<file path="src/rtl/ac97_pkg.sv">
// Shared AC-link frame geometry, codec register map and command-entry type.
package ac97_pkg;

   localparam int FRAME_BITS  = 256;
   localparam int TAG_BITS    = 16;
   localparam int SLOT_BITS   = 20;

   localparam int SLOT1_START = 16;
   localparam int SLOT2_START = 36;
   localparam int SLOT3_START = 56;
   localparam int SLOT4_START = 76;
   localparam int SLOT5_START = 96;

   localparam logic [6:0] REG_MASTER_VOL  = 7'h02;
   localparam logic [6:0] REG_HP_VOL      = 7'h04;
   localparam logic [6:0] REG_PCM_OUT_VOL = 7'h18;
   localparam logic [6:0] REG_REC_SEL     = 7'h1A;

   // Frame valid plus slots 1..4 valid; tag bit 0 is the MSB on the wire.
   localparam logic [TAG_BITS-1:0] TAG_WORD = 16'hF800;

   typedef struct packed {
      logic [6:0]  addr;
      logic [15:0] data;
   } cmd_entry_t;

   // Stereo attenuation word: {2'b00, A, 2'b00, A} with A = {vol, 2'b00}.
   function automatic logic [15:0] vol_word(input logic [3:0] vol);
      return {2'b00, vol, 2'b00, 2'b00, vol, 2'b00};
   endfunction

endpackage

</file>
<file path="src/rtl/ac97_link_controller_if.sv">
// Sample FIFO read port: master is the consumer (link controller), slave the FIFO.
interface ac97_link_controller_if #(
   parameter int W = 20
) ();
   logic [W-1:0] sample_fifo_tone_data;
   logic         sample_fifo_empty;
   logic         sample_fifo_rd_en;

   modport master (
      input  sample_fifo_tone_data,
      input  sample_fifo_empty,
      output sample_fifo_rd_en
   );

   modport slave (
      output sample_fifo_tone_data,
      output sample_fifo_empty,
      input  sample_fifo_rd_en
   );
endinterface

</file>
<file path="src/rtl/ac97_cmd_sequencer.sv">
// Round-robin codec register-write list; volume is latched once per frame.
module ac97_cmd_sequencer
   import ac97_pkg::*;
#(
   parameter logic [15:0] PCM_OUT_GAIN = 16'h0808
) (
   input  logic       clk,
   input  logic       rst,
   input  logic       advance_i,
   input  logic       vol_load_i,
   input  logic [3:0] volume_i,
   output cmd_entry_t cmd_o
);

   logic [1:0] idx_q, idx_d;
   logic [3:0] vol_q, vol_d;

   always_ff @(posedge clk or posedge rst) begin
      if (rst) begin
         idx_q <= 2'd0;
         vol_q <= 4'd0;
      end else begin
         idx_q <= idx_d;
         vol_q <= vol_d;
      end
   end

   always_comb begin
      idx_d = idx_q;
      vol_d = vol_q;
      if (advance_i)  idx_d = idx_q + 2'd1;
      if (vol_load_i) vol_d = volume_i;
   end

   always_comb begin
      cmd_o = '0;
      case (idx_q)
         2'd0:    cmd_o = '{addr: REG_MASTER_VOL,  data: vol_word(vol_q)};
         2'd1:    cmd_o = '{addr: REG_HP_VOL,      data: vol_word(vol_q)};
         2'd2:    cmd_o = '{addr: REG_PCM_OUT_VOL, data: PCM_OUT_GAIN};
         default: cmd_o = '{addr: REG_REC_SEL,     data: 16'h0000};
      endcase
   end

endmodule

</file>
<file path="src/rtl/ac97_link_controller.sv">
// AC-link frame serializer: tag, command slots 1/2, PCM slots 3/4 from a sample FIFO.
// Build option AC97_MUTE_ON_EMPTY_EN: frames without a FIFO pop transmit silence.
module ac97_link_controller
   import ac97_pkg::*;
#(
   parameter int          SAMPLE_WIDTH = 20,
   parameter logic [15:0] PCM_OUT_GAIN = 16'h0808
) (
   input  logic                          bit_clk,
   input  logic                          system_reset,
   input  logic                          sdata_in,
   output logic                          sdata_out,
   output logic                          sync,
   output logic                          reset_b,
   ac97_link_controller_if.master        fifo,
   input  logic [3:0]                    volume_control
);

   logic [7:0]              cnt_q, cnt_d;
   logic                    sync_q, sync_d;
   logic                    sdata_q, sdata_d;
   logic                    popped_q, popped_d;
   logic [SAMPLE_WIDTH-1:0] sample_q, sample_d;
   logic                    rd_en;
   cmd_entry_t              cmd_w;
   logic [SLOT_BITS-1:0]    slot1_w, slot2_w;
   logic [FRAME_BITS-1:0]   frame_w;
   wire                     unused_sdata_in = sdata_in;

   assign reset_b   = ~system_reset;
   assign sync      = sync_q;
   assign sdata_out = sdata_q;

   assign rd_en = (cnt_q == 8'd0) && !fifo.sample_fifo_empty && !system_reset;
   assign fifo.sample_fifo_rd_en = rd_en;

   ac97_cmd_sequencer #(
      .PCM_OUT_GAIN (PCM_OUT_GAIN)
   ) u_cmd_seq (
      .clk        (bit_clk),
      .rst        (system_reset),
      .advance_i  (cnt_q == 8'(SLOT3_START - 1)),
      .vol_load_i (cnt_q == 8'd0),
      .volume_i   (volume_control),
      .cmd_o      (cmd_w)
   );

   assign slot1_w = {1'b0, cmd_w.addr, 12'h000};
   assign slot2_w = {cmd_w.data, 4'h0};
   assign frame_w = {TAG_WORD, slot1_w, slot2_w, sample_q, sample_q,
                     {(FRAME_BITS - SLOT5_START){1'b0}}};

   always_ff @(posedge bit_clk or posedge system_reset) begin
      if (system_reset) begin
         cnt_q    <= 8'hFF;
         sync_q   <= 1'b0;
         sdata_q  <= 1'b0;
         popped_q <= 1'b0;
         sample_q <= '0;
      end else begin
         cnt_q    <= cnt_d;
         sync_q   <= sync_d;
         sdata_q  <= sdata_d;
         popped_q <= popped_d;
         sample_q <= sample_d;
      end
   end

   // Outputs are registered for the bit being entered, so decode cnt_d.
   always_comb begin
      cnt_d    = cnt_q + 8'd1;
      sync_d   = (cnt_d < 8'(TAG_BITS));
      sdata_d  = frame_w[~cnt_d];
      popped_d = popped_q;
      sample_d = sample_q;
      if (cnt_q == 8'd0) popped_d = rd_en;
      // Non-FWFT FIFO: read data is valid the cycle after the pop.
      if (cnt_q == 8'd1) begin
         if (popped_q) begin
            sample_d = fifo.sample_fifo_tone_data;
         end
`ifdef AC97_MUTE_ON_EMPTY_EN
         else begin
            sample_d = '0;
         end
`endif
      end
   end

endmodule

</file>
<file path="src/flat_wrapper.sv">
// flat-port wrapper written by rule: the top's interface ports become plain ports
module ac97_link_controller_flat import ac97_pkg::*;
#(
   parameter int          SAMPLE_WIDTH = 20,
   parameter logic [15:0] PCM_OUT_GAIN = 16'h0808
)
  (bit_clk, system_reset, sdata_in, sdata_out, sync, reset_b, volume_control, fifo_sample_fifo_tone_data, fifo_sample_fifo_empty, fifo_sample_fifo_rd_en);
  ac97_link_controller_if #(.W(20)) fifo_i ();
  input  logic bit_clk;
  input  logic system_reset;
  input  logic sdata_in;
  output logic sdata_out;
  output logic sync;
  output logic reset_b;
  input  logic [3:0] volume_control;
  input wire logic [$bits(fifo_i.sample_fifo_tone_data)-1:0] fifo_sample_fifo_tone_data;
  input wire logic [$bits(fifo_i.sample_fifo_empty)-1:0] fifo_sample_fifo_empty;
  output wire logic [$bits(fifo_i.sample_fifo_rd_en)-1:0] fifo_sample_fifo_rd_en;
  assign fifo_i.sample_fifo_tone_data = fifo_sample_fifo_tone_data;
  assign fifo_i.sample_fifo_empty = fifo_sample_fifo_empty;
  assign fifo_sample_fifo_rd_en = fifo_i.sample_fifo_rd_en;
  ac97_link_controller #(.SAMPLE_WIDTH(SAMPLE_WIDTH), .PCM_OUT_GAIN(PCM_OUT_GAIN)) u_core (.bit_clk(bit_clk), .system_reset(system_reset), .sdata_in(sdata_in), .sdata_out(sdata_out), .sync(sync), .reset_b(reset_b), .fifo(fifo_i), .volume_control(volume_control));
endmodule
</file>
<file path="config.mk">
export PLATFORM = sky130hd
export DESIGN_NAME = ac97_link_controller_flat
export DESIGN_NICKNAME = d
export VERILOG_FILES = /design/src/rtl/ac97_pkg.sv /design/src/rtl/ac97_link_controller_if.sv /design/src/rtl/ac97_cmd_sequencer.sv /design/src/rtl/ac97_link_controller.sv /design/src/flat_wrapper.sv
export SDC_FILE = /design/constraint.sdc
export NUM_CORES = 1
export LEC_CHECK = 0
export ABC_CLOCK_PERIOD_IN_PS = 4550
export BUFFER_PORTS_ARGS = -buffer_cell sky130_fd_sc_hd__buf_2
export CORE_UTILIZATION = 45
export CTS_CLUSTER_DIAMETER = 120
export CTS_CLUSTER_SIZE = 20
export DETAILED_ROUTE_END_ITERATION = 12
export MAX_ROUTING_LAYER = met4
export PLACE_DENSITY = 0.76
export SKIP_CTS_REPAIR_TIMING = 1
export SYNTH_ARGS = -nofsm -noshare
export SYNTH_HDL_FRONTEND = slang
export SYNTH_HIERARCHICAL = 1
export SYNTH_SLANG_ARGS = --single-unit
</file>
<file path="constraint.sdc">
create_clock -name bit_clk -period 4.55 [get_ports bit_clk]
set_clock_uncertainty 0.2 [all_clocks]
set_input_delay 0.91 -clock bit_clk [delete_from_list [all_inputs] [get_ports bit_clk]]
set_output_delay 0.91 -clock bit_clk [all_outputs]
set_load 0.05 [all_outputs]
</file>
# [Yosys cells after proc, flatten, opt, wreduce, memory -nomap -nowiden]
# Index checks and enable logic that the tools add are counted.
[word_totals] ff_bits=37 out_inout_bits=4
[classes] n_lt_le_gt_ge=2 n_mux=3 eq_ne=4 n_addsub=2 bitwise=2 reduce_logical=7
[op_table] cell="21-bit one-hot mux with 3 select lines" count=1
[op_table] cell="8-bit by 9-bit less-than comparator with 1-bit output (second input constant)" count=1
[op_table] cell="8-bit by 1-bit adder with 8-bit output (second input constant)" count=1
[op_table] cell="1-bit binary-select mux with 8-bit select" count=1
[op_table] cell="8-bit by 1-bit == test with 1-bit output (second input constant)" count=1
[op_table] cell="8-bit by 6-bit == test with 1-bit output (second input constant)" count=1
[op_table] cell="8-bit zero test" count=1
[op_table] cell="8-bit by 5-bit less-than comparator with 1-bit output (second input constant)" count=1
[op_table] cell="8-bit NOT" count=1
[op_table] cell="2-bit by 1-bit adder with 2-bit output (second input constant)" count=1
[op_table] cell="2-bit by 1-bit == test with 1-bit output (second input constant)" count=1
[op_table] cell="2-bit == test (second input constant)" count=1
[op_table] cell="1-bit logical AND" count=2
[op_table] cell="1-bit zero test" count=2
[op_table] cell="2-bit zero test" count=1
[op_table] cell="2-bit AND reduction" count=1
[op_table] cell="1-bit 2-to-1 mux" count=1
[op_table] cell="1-bit NOT" count=1

# [Depth between registers and ports, before layout]
[logic_depth] ltp_word=4 ltp_mapped=10 mapped_depth_nobuf=9

# [Modules after synthesis]
# The synthesis kept the hierarchy.
[by_module_without_submodules] module="ac97_link_controller" n_inst=1 seq_area_each_um2=785.8 area_per_inst_um2=1796.7 cells_per_inst=126
[by_module_without_submodules] module="ac97_cmd_sequencer" n_inst=1 seq_area_each_um2=150.1 area_per_inst_um2=457.9 cells_per_inst=47

# [Least setup slack after synthesis]
# OpenSTA, ideal clock, no wires.
[synth_path] path_kind="register to output" from="reg u_core.cnt_q[3]" to="out fifo_sample_fifo_rd_en" arrival_time_ns=2.136 path_buffers=0 path_slack_ns=1.304 stages_incl_launch_ff=5 cell_sequence="dfstp_2 or3_4 nor4_2 nand2_1 nor3_1"
[synth_between] elab_chain_cells=3
[synth_rtl] item="from (decl)" line_no="ac97_link_controller.sv:19" text="logic [7:0] cnt_q, cnt_d;"
[synth_rtl] item="from (signal assigned)" line_no="ac97_link_controller.sv:61" text="cnt_q <= cnt_d;"
[synth_rtl] item="8-bit zero test" line_no="ac97_link_controller.sv:34" text="assign rd_en = (cnt_q == 8'd0) && !fifo.sample_fifo_empty && !system_reset;"
[synth_rtl] item="1-bit logical AND (2 in series)" line_no="ac97_link_controller.sv:34"
[synth_rtl] item="to (decl)" line_no="flat_wrapper.sv:18" text="output wire logic [$bits(fifo_i.sample_fifo_rd_en)-1:0] fifo_sample_fifo_rd_en;"
# No other way between the ends.

# [Worst setup path after layout]
# Same ends and word-level chain as after synthesis.

==> impl_metrics.toml <==
[worst_setup_path]
arrival_ns = 1.96
start_kind = "flop"
crit_fanout = 4
crit-reg2reg-launch = "u_core/cnt_q[0]$_DFF_PP1_"
crit_required_ns = 3.44
end_kind = "output pin"
critical_path_class = "flop to output pin"
cp-startpoint = "u_core/cnt_q[3]$_DFF_PP1_"

[cts]
cts_tree = "yes"
clockBufferDepth = 2
path_clk_slew_ns = 0.07
clockRootBuffer = "clkbuf_8"
clock_latency_ns = 0.29
cts.sinks = 37
htreeDepth = 2
cts_buffers = 5

[detailed_routing]
drtPass1Iterations = 4
wl_met3_um = 165
wl_per_cell_um = 13.8
highest_layer = "met4"
wl_um = 3690
routed_via_density = 5.02
wl_met1_um = 1600
drc = 0
ant_nets = 0
via_count = 1345
met2WireLength_um = 1880
drt_iter0_markers = 54

[power_and_ir_drop]
ir_worst_vdd_uv = 186
leakagePower_nw = 1.18
p_per_area_nw_per_um2 = 278

[layout]
drive_gt1_share_pct = 40.8
synthToLayoutAreaGrowth_pct = 9.66
fill_cells = 410
n_antenna_cell = 0
mostFrequentLayoutCells = "buf_2, dfrtp_1, mux2_4"
layout_commonest_cell = "buf_2"
utilization_pct = 51.7
nets = 237
final_cell_area_um2 = 2470

[timing]
min_period_ns = 3.07
rsz0062_at_grt = "false"
setup_viol = 0
finalSetupTns_ns = 0
clock.fmax_mhz = 326
slew_viol_final = 0
hold_viol = 0
min_period_over_period_pct = 67.5

[die]
pin_count = 32
initial_utilization_pct = 47.1
dieHeight_um = 72.8
die-area_um2 = 5300
die_w_um = 72.8
core_area_um2 = 4790
row_count = 25

[run_status]
status = "finished, final reports clean"

[yosys]
synth-seq-cells = 37
synth_warnings = 6
syn_area_um2 = 2250
ys_types = 40
syn-mean-instance-area_um2 = 13.0
yosysSeqAreaShare_pct = 41.5
syn_inst = 173

[global_route]
grt_pass1_vias = 1331
grt_pass1_wl_um = 6220
grt_max_degree = 32
grt_usage_pct = 16.6
antenna_found_initial = 0
grt.overflow.total = 0

[place]
gp_congestion = 0.860
portBuffers = 30
detailed_place.area_um2 = 2350
post-dp-hpwl_um = 2830

[flow_run]
cap_violations = 0

[min_path]
min_from = "u_core/popped_q$_DFFE_PP0N_"
hp-class = "flop to flop"
==> metrics by stage <==
step	worst slack [ns]	hold WS (ns)	power [W]	cells
CTS	1.44	0.293	0.000696	268
global placement	1.66	0.270	0.000396	260
finish	1.48	0.288	0.000687	268
floorplan	1.30	0.249	0.000387	183
global route	1.40	0.313	0.000715	268
detailed placement	1.63	0.276	0.000398	260
==> critical path: stages (launching register included) <==
cell,delay (ns)
dfstp_2,0.40
or3_4,0.39
nor4_2,0.22
nand2_1,0.16
nor3_1,0.20
buf_2,0.31
==> per-layer routing <==
| layer | vias up | global-route usage (%) |
|---|---|---|
| met1 | 663 | 19.8 |
| li1 | 638 | - |
| met4 | 0 | 6.54 |
| met2 | 38 | 26.7 |
| met5 | - | - |
| met3 | 6 | 4.56 |
==> area by class of cell <==
class / instances / area (um^2) / share of cell area, %
multi-input combinational: 111 / 1120 / 45.3
sequential: 37 / 936 / 37.9
timing repair buffer: 31 / 158 / 6.38
tap: 67 / 83.8 / 3.39
clock buffer: 6 / 82.6 / 3.34
inverter: 14 / 53.8 / 2.18
clock inverter: 2 / 37.5 / 1.52
==> final timing paths <==
kind | cells after the start | slack, ns | end
max in group asynchronous | 3 | 3.21 | u_core/cnt_q[1]$_DFF_PP1_
setup reg to reg | 7 | 1.68 | u_core/sdata_out$_DFF_PP0_
setup / recovery | 5 | 1.48 | fifo_sample_fifo_rd_en
hold reg to reg | 1 | 0.29 | u_core/popped_q$_DFFE_PP0N_
hold / removal | 1 | 0.29 | u_core/popped_q$_DFFE_PP0N_
min in group asynchronous | 2 | 0.35 | u_core/u_cmd_seq/idx_q[1]$_DFFE_PP0P_
==> cell families after synthesis <==
logic type	after synthesis	share of synthesized area [%]
muxes	38	27.7
DFF	37	41.5
and+or+nand+nor	35	8.82
buffers and inverters	35	10.4
AOI/OAI and AO/OA	11	3.27
adders and majority gates	9	4.99
xor gates and xnor gates	7	3.05
other	1	0.166
==> report_power, final <==
group,internal (W),switching [W]
Combinational,0.0000269,0.0000209
Sequential,0.000339,0.00000496
Clock,0.000178,0.000117
Total,0.000544,0.000143
==> synth_stat cells, drive strengths merged <==
library cell,count,area share [%]
dfrtp,29,32
mux2,24,15
buf,21,8.0
inv,13,2.2
mux4,10,11
ha,9,5.0
dfstp,8,9.3
nand2,8,1.3
nand3,7,1.6
nor2,7,1.2
mux2i,4,1.8
nor3,4,1.4
o21ai,4,0.89
xor2,4,1.9
nor3b,3,1.0
xnor2,3,1.2
a31oi,2,0.55
nor4,2,0.83
a21o,1,0.33
a311oi,1,0.39
a32oi,1,0.39
and3,1,0.50
clkinv,1,0.22
conb,1,0.17
nand4,1,0.28
o211ai,1,0.33
o311ai,1,0.39
or2,1,0.28
or3,1,0.50
==> sequential cells by signal, summed over array words and instances, names as in the netlist <==
name	cells
u_core/sync	1
u_core/sample_q	20
u_core/u_cmd_seq/vol_q	4
u_core/sdata_out	1
u_core/u_cmd_seq/idx_q	2
u_core/cnt_q	8
u_core/popped_q	1
Power figures use the tool's default switching activity.
